==> src/rtl/mux_rr_arb.sv <==
//------------------------------------------------------------------------------
// mux_rr_arb
//   N-way data multiplexer with one registered output stage. Channel
//   selection is either round-robin (mode=0) or fixed by 'line' (mode=1).
//   A word is taken from channel g when inp_valid[g] & inp_ready[g]. It
//   appears on 'out' one cycle later, tagged with its source index in
//   'out_src'.
//
// Ports
//   clk        clock, rising edge
//   rst_n      asynchronous active-low reset
//   inp        WAYS*WIDTH packed channel data, channel i at [i*WIDTH +: WIDTH]
//   inp_valid  per-channel valid
//   inp_ready  per-channel ready, one-hot or zero
//   mode       0 = round-robin, 1 = fixed select by 'line'
//   line       channel index used when mode=1 (values >= WAYS select nothing)
//   out        registered selected data
//   out_src    index of the channel that supplied 'out'
//   out_valid  out/out_src hold a word
//   out_ready  downstream accepts the word
//------------------------------------------------------------------------------
module mux_rr_arb #(
   parameter int WIDTH = 16,
   parameter int WAYS  = 4,
   parameter int SELW  = $clog2(WAYS)
) (
   input  logic                  clk,
   input  logic                  rst_n,
   input  logic [WAYS*WIDTH-1:0] inp,
   input  logic [WAYS-1:0]       inp_valid,
   output logic [WAYS-1:0]       inp_ready,
   input  logic                  mode,
   input  logic [SELW-1:0]       line,
   output logic [WIDTH-1:0]      out,
   output logic [SELW-1:0]       out_src,
   output logic                  out_valid,
   input  logic                  out_ready
);

   logic [SELW-1:0]  ptr;         // round-robin search start
   logic [SELW-1:0]  ptr_next;
   logic             load_en;     // output stage can take a new word
   logic             grant_any;
   logic [SELW-1:0]  grant_idx;
   logic [WAYS-1:0]  grant_oh;
   logic [WIDTH-1:0] grant_data;
   logic             transfer;

   assign load_en = !out_valid || out_ready;

   // Grant selection.
   // NOTE: every variable driven here gets a default first, so no path
   // leaves it unassigned and no latch is inferred.
   always_comb begin
      grant_any = 1'b0;
      grant_idx = '0;
      if (mode) begin
         // Fixed select. A line value with no matching channel grants nothing.
         for (int i = 0; i < WAYS; i++) begin
            if (!grant_any && line == SELW'(i) && inp_valid[i]) begin
               grant_any = 1'b1;
               grant_idx = SELW'(i);
            end
         end
      end else begin
         // Round-robin in two passes. The first pass covers channels ptr..WAYS-1.
         // If it finds nothing, the second pass takes the lowest valid channel.
         // That channel is necessarily below ptr, which gives the wrap to 0.
         for (int i = 0; i < WAYS; i++) begin
            if (!grant_any && inp_valid[i] && SELW'(i) >= ptr) begin
               grant_any = 1'b1;
               grant_idx = SELW'(i);
            end
         end
         for (int i = 0; i < WAYS; i++) begin
            if (!grant_any && inp_valid[i]) begin
               grant_any = 1'b1;
               grant_idx = SELW'(i);
            end
         end
      end
   end

   // One-hot form of the grant, plus the data of the granted channel.
   always_comb begin
      grant_oh   = '0;
      grant_data = '0;
      for (int i = 0; i < WAYS; i++) begin
         if (grant_any && grant_idx == SELW'(i)) begin
            grant_oh[i] = 1'b1;
            grant_data  = inp[i*WIDTH +: WIDTH];
         end
      end
   end

   // inp_ready is forced low while reset is held, even though load_en is high then.
   assign inp_ready = (load_en && rst_n) ? grant_oh : '0;
   assign transfer  = |(inp_ready & inp_valid);
   assign ptr_next  = (grant_idx == SELW'(WAYS - 1)) ? '0 : grant_idx + SELW'(1);

   // Output stage and pointer.
   // NOTE: sequential state uses non-blocking assignments only, so every
   // register samples values from before the edge.
   // NOTE: the data register is reset too, so 'out' reads as zero after reset.
   always_ff @(posedge clk or negedge rst_n) begin
      if (!rst_n) begin
         out       <= '0;
         out_src   <= '0;
         out_valid <= 1'b0;
         ptr       <= '0;
      end else if (load_en) begin
         if (transfer) begin
            out       <= grant_data;
            out_src   <= grant_idx;
            out_valid <= 1'b1;
            if (!mode) begin
               ptr <= ptr_next;
            end
         end else begin
            // The word was consumed or the stage was empty, and nothing
            // replaces it. out/out_src keep their last values.
            out_valid <= 1'b0;
         end
      end
   end

endmodule

==> config.mk <==
export PLATFORM = sky130hd
export DESIGN_NAME = mux_rr_arb
export DESIGN_NICKNAME = d
export VERILOG_FILES = /design/src/rtl/mux_rr_arb.sv
export SDC_FILE = /design/constraint.sdc
export NUM_CORES = 1
export LEC_CHECK = 0
export ABC_AREA = 1
export BUFFER_PORTS_ARGS = -buffer_cell sky130_fd_sc_hd__buf_2
export CORE_MARGIN = 3
export CORE_UTILIZATION = 42
export DETAILED_ROUTE_END_ITERATION = 12
export PLACE_DENSITY = 0.85
export SLEW_MARGIN = 20
export SYNTH_ARGS = -nofsm -noshare
export SYNTH_HDL_FRONTEND = slang
export SYNTH_SLANG_ARGS = --single-unit
==> constraint.sdc <==
create_clock -name clk -period 2.35 [get_ports clk]
set_input_delay 0 -clock clk [delete_from_list [all_inputs] [get_ports clk]]
set_output_delay 0 -clock clk [all_outputs]
set_load 0.01 [all_outputs]
* Word level (Yosys, flattened, before mapping)
Index checks and enable logic that the tools add are counted.
** Storage, ports and cells
- Word-level logic and storage cells :: 102
- Input bits :: 74
- Output and inout port bits :: 23
- Bits in registers :: 21
** Cells by class
- Equality and inequality tests :: 6
- Reduce and logical (&&, ||, !) cells :: 40
- Multiplexer cells :: 45
- $lt $le $gt $ge :: 4
- Bitwise logic cells :: 2
- Add/sub/neg operators :: 1
** Operator list (count)
- two-way mux 16 bit :: 4
- two-way mux 1 bit :: 30
- logical AND 1 bit :: 23
- two-way mux 2 bit :: 10
- zero test 1 bit :: 11
- equality test 2 bit (second input constant) :: 4
- bitwise AND 4 bit :: 1
- equality test 2 x 1 -> 1 bit (second input constant) :: 2
- greater-or-equal comparator 1 x 2 -> 1 bit (first input constant) :: 2
- greater-or-equal comparator 2 bit (first input constant) :: 2
- zero test 2 bit :: 2
- two-way mux 4 bit :: 1
- OR reduction 4 bit :: 1
- AND reduction 3 bit :: 1
- adder 2 x 1 -> 2 bit (second input constant) :: 1
- AND reduction 2 bit :: 1
- logical OR 1 bit :: 1
- NOT 1 bit :: 1

* Longest topological paths before layout
- Depth in word-level cells :: 42
- Mapped depth :: 18
- Depth with buffers taken out :: 16

* Worst setup path after synthesis
No wires, ideal clock.
- Path kind :: register to register
- Start point :: register ptr[1]
- End point :: register out[0]
- Arrival :: 2160 ps
- Library setup time :: 116 ps
- Required time :: 2234 ps
- Period minus slack after synthesis :: 2276 ps
- Cell stages (with the launch flop) :: 19
- Path buffers :: 2
- Path slack :: 74 ps
- Cell sequence :: dfrtp_1 nand2_1 nand2_1 nand2_1 nor2_2 nand2_1 o2111ai_1 o21ai_0 inv_1 ha_1 clkbuf_1 clkbuf_1 nor2_1 nand4_1 nand3_1 nand3_1 nand2_1 nand2_1 nand2_1
** Between the ends
- Longest elaborated chain between the ends :: 42
- Elaborated cells between the ends (all ways) :: 66
- Classes of those cells :: 4 x order compare; 3 x eq/ne; 33 x mux; 1 x bitwise; 25 x reduce/logical
** Ends and longest elaborated chain
- from (decl) :: line 40 : logic [SELW-1:0] ptr;
- from (signal assigned) :: line 117 : ptr <= ptr_next;
- greater-or-equal comparator 1 x 2 -> 1 bit :: line 70 : if (!grant_any && inp_valid[i] && SELW'(i) >= ptr) begin
- logical AND 1 bit :: line 70
- two-way mux 1 bit :: line 70
- two-way mux 1 bit :: line 57 : if (mode) begin
- zero test 1 bit :: line 70
- logical AND 1 bit (2 in series) :: line 70
- two-way mux 1 bit :: line 70
- two-way mux 1 bit :: line 57
- [... 26 more ...]
- net grant_idx[0] :: line 44 : logic [SELW-1:0] grant_idx;
- equality test 2 x 1 -> 1 bit (tied with other cells) :: line 89 : if (grant_any && grant_idx == SELW'(i)) begin
- logical AND 1 bit :: line 89
- two-way mux 1 bit :: line 89
- two-way mux 4 bit :: line 97 : assign inp_ready = (load_en && rst_n) ? grant_oh : '0;
- bitwise AND 4 bit :: line 98 : assign transfer = |(inp_ready & inp_valid);
- OR reduction 4 bit :: line 98
- AND reduction 2 bit (no line)
- to (signal assigned) :: line 113 : out <= grant_data;
- to (decl) :: line 34 : output logic [WIDTH-1:0] out,
The timed path passes the listed nets; every way through them passes the cells marked *. The select of a mux whose other input is x is not followed.
A chain may end at the register's enable or synchronous reset.

* Final worst setup path
- Start point :: register ptr[1]
- End point :: register out[3]
** Between the ends
- Longest elaborated chain between the ends :: 42
- Elaborated cells between the ends (all ways) :: 66
- Classes of those cells :: 4 x order compare; 3 x eq/ne; 33 x mux; 1 x bitwise; 25 x reduce/logical
** Ends and longest elaborated chain (line)
- greater-or-equal comparator 1 x 2 -> 1 bit :: 70
- logical AND 1 bit :: 70
- two-way mux 1 bit :: 70
- two-way mux 1 bit :: 57
- zero test 1 bit :: 70
- logical AND 1 bit (2 in series) :: 70
- two-way mux 1 bit :: 70
- two-way mux 1 bit :: 57
- [... 25 more ...]
- two-way mux 2 bit :: 57
- equality test 2 x 1 -> 1 bit (tied with other cells) :: 89
- logical AND 1 bit :: 89
- two-way mux 1 bit :: 89
- two-way mux 4 bit :: 97
- bitwise AND 4 bit :: 98
- OR reduction 4 bit :: 98
- AND reduction 2 bit (no line)
Parallel ways exist; a longest one is shown, timed or not. The select of a mux whose other input is x is not followed.

==> summary.md <==
| Metric | Value |
|---|---|
| Cells after Synth | 316 |
| Crit path DAT | 2420 ps |
| Crit start category | register |
| Main combinational cell family by area after synthesis | simple AND/OR/NAND/NOR gates |
| HP Class | input port to register |
| Synth async-reset ratio | 100% |
| R2R setup slack | 90 ps |
| Tightest Pin Transition | 609 ps |
| Simple-Gate Fraction of Synth Area | 55.0% |
| Chip Width | 74.6 microns |
| Final HPWL DP | 4870 microns |
| FMAX | 442 MHz |
| Diode count | 0 |
| Setup_tns | 0 ps |
| Multiplexer share of the synthesized area | 0% |
| Top fanout value on the critical path | 5 |
| Initial antenna violation count | 0 |
| Clock transition at path regs | 80 ps |
| Starting Density | 44.5% |
| Largest net degree at the start of global routing | 33 |
| Synth warn | 0 |
| DR iter-0 viols | 188 |
| Routed len/inst | 13.7 microns |
| Minimum clock period | 2260 ps |
| Sequential area share after synthesis | 26.6% |
| I/O Buffers | 96 |
| Count leader, synth | nand2_1 |
| Yosys reg bits | 21 |
| Core footprint | 0.00444 sq mm |
| Final hold vios | 0 |
| Most used cell, CP | nand2_1 |
| Num CTS Buffers | 3 |
| Vias in the first global route | 2,216 |
| Clock Skew | 5.10 ps |
| Die H | 74.6 microns |
| Met2 Use GR | 38.6% |
| Critical path's top delay family | simple AND/OR/NAND/NOR gates |
| Buf/Inv on CP | 2 |
| Worst IR drop on VDD | 390 uV |
| CTS tree | built |
| Vias | 2,501 |
| H-tree Lvls | 1 |
| Routing usage on met3 | 4.32% |
| Max-slew violation count | 0 |
| Pwr/cell area | 702 mW/mm^2 |
| DRC viols | 0 |
| Root Buffer | clkbuf_8 |
| Crit path capture type | register |
| Slowest cell on the critical path | dfrtp_1 |
| Count of final setup violators | 0 |
| Launching point of the worst reg2reg path | ptr[1] |
| Share of cells above drive strength 1 | 41.4% |
| Hold Path Cell Cnt | 5 |
| Yosys top cell by area | dfrtp_1 |
| Yosys top cell area share | 26.6% |
| Distinct cells, synth | 24 |
| Max_cap viols | 0 |
| Pre-antenna DRT Iters | 5 |
| Static leakage | 1.67 nW |
| Critical-path cell list | nand2_1, nand2_2, nand2_2, nor2_4, nand2_1, o2111ai_1, o21ai_2, buf_4, ha_4, nand3_4, buf_4, or2_2, nand3_1, nand2_1, nand2_1, nand2_1 |
| DRT antenna net count | 0 |
| Synth top cells by count | nand2_1 (98), nand3_1 (42), nand4_1 (33), inv_1 (32), nor2_1 (24) |
| Worst R2R End | out[3] |
| Status | complete, no violations |
| Final Cycle Share | 96.3% |
| Post-synthesis xor/xnor area fraction | 0% |
| Final Core Density | 64.2% |
| Critical Path RT | 2510 ps |
| Vias per cell | 5.24 |
| Num rows | 24 |
| Final WL | 6530 microns |
| Relative slew margins | 59.3% |
| Adder-Cell Fraction of Synth Area | 2.53% |
| First-pass GRT wire length | 9700 microns |
| Final nets | 504 |
| DIE AREA | 0.00556 sq mm |
| Ports | 97 |
| GRT Total Usage | 22.4% |
| Max stage delay on crit path | 420 ps |
| Ranking of synthesized cells by area | dfrtp_1 (27%), nand2_1 (19%), nand3_1 (11%) |
| Most Crowded Layer GR | met2 |
| Synth Area in Compound Gates | 2.79% |
| Crit Path Class | register to register |
| Average size of a mapped cell | 6.25 sq um |
| Hold path start | inp[62] |
| Area grow syn2layout | 44.4% |
| Syn Std Cell Area | 0.00198 sq mm |
| Hold endpoint | out[14] |
| EDFF count, synth | 0 |
| Worst slack, placed | -1.30 ps |
| Final WS setup | 86.2 ps |
| Placer Congestion | 1.02 |
| R2R depth | 16 |
| Net Count, Synth | 394 |
| Clock latency on the worst-skew pair | 260 ps |
| Global route overflow | 0 |
| CTS max path bufs | 2 |
| GR Util met1 | 29.5% |
| Top_reg_cell synth | dfrtp_1 |
| Sink Count | 21 |
logic make-up (layout without fill, tap and decap cells):
kind of cell	Yosys count	in the layout
compound gates	9	9
fa+ha+maj	4	4
buf+inv	59	168
flops	21	21
simple gates	223	223
placed cells by master, fill, tap and decap left out:
master,netlist,routed
clkinv_2,0,1
ha_2,0,1
o21ai_0,5,2
nor2_2,1,1
dfrtp_1,21,21
inv_2,5,7
nor2_1,24,23
or2_2,16,16
nand2_2,2,5
nand4_4,1,2
clkbuf_16,0,1
buf_4,3,20
inv_1,32,30
buf_2,9,96
dlygate4sd3_1,0,2
clkbuf_8,0,3
nand3_1,42,39
nand4_1,33,33
nor2_4,1,2
buf_12,0,3
nand4_2,4,3
nand2_1,98,95
nand3_2,1,3
ha_4,0,3
o21ai_1,2,3
nand3_4,0,1
o21ai_2,0,2
o2111ai_1,1,1
o21bai_2,1,1
buf_6,2,5
tightest hold or removal path, delay by kind of cell:
kind | cells | cell delay (ps)
buf+inv | 1 | 80
simple gates | 4 | 170
through the flow:
step | instances | cell area (sq um) | hold WS, ps | total power [mW]
final | 477 | 2850 | 25.6 | 2.00
after global routing | 477 | 2850 | 46.2 | 2.17
after CTS | 465 | 2620 | 22.3 | 1.86
after detailed placement | 459 | 2550 | 25.6 | 1.61
after global placement | 459 | 2550 | 21.2 | 1.60
after floorplan | 316 | 1980 | -296 | 1.21
worst max-delay path by stage:
stage	endpoint	depth (start not counted)	slack (ps)	from
floorplan	out[0]	18	70	ptr[1]
global placement	out[7]	13	80	ptr[0]
detailed placement	out[15]	17	-1	ptr[1]
CTS	out[3]	13	30	ptr[0]
global route	ptr[1]	17	-50	ptr[1]
finish	out[3]	16	90	ptr[1]
cell type report:
cell class              count  area, sq um
clock buffers               3         41.3
clock inverters             1         5.00
fillers                   387         1590
inverters                  37          139
multi-input cells         236         1280
flip-flops and latches     21          526
well taps                  52         65.1
repair buffers            127          792
where the power goes:
group          total, mW  switching (mW)  internal (mW)
combinational       1.16           0.635          0.520
sequential         0.613          0.0972          0.516
clock              0.234           0.116          0.118
routing by layer:
| metal | vias up | share of wire (%) |
|---|---|---|
| li1 | 1248 | - |
| met1 | 1111 | 44 |
| met2 | 134 | 46 |
| met3 | 8 | 9.0 |
| met4 | 0 | 0.98 |
| met5 | - | 0 |
what timing repair did:
action	4_1_cts	5_1_grt
hold buffers	2	0
cloned	0	3
setup buffers	0	9
gates resized for setup	1	33
endpoints found under the setup margin	1	22
endpoints found under the hold margin	22	0
pin swaps	0	6
flip-flops by register name (all words and copies together), names as in the netlist:
| name | flops |
|---|---|
| out_valid | 1 |
| ptr | 2 |
| out | 16 |
| out_src | 2 |
No activity file was read; power rests on OpenSTA's default activity.
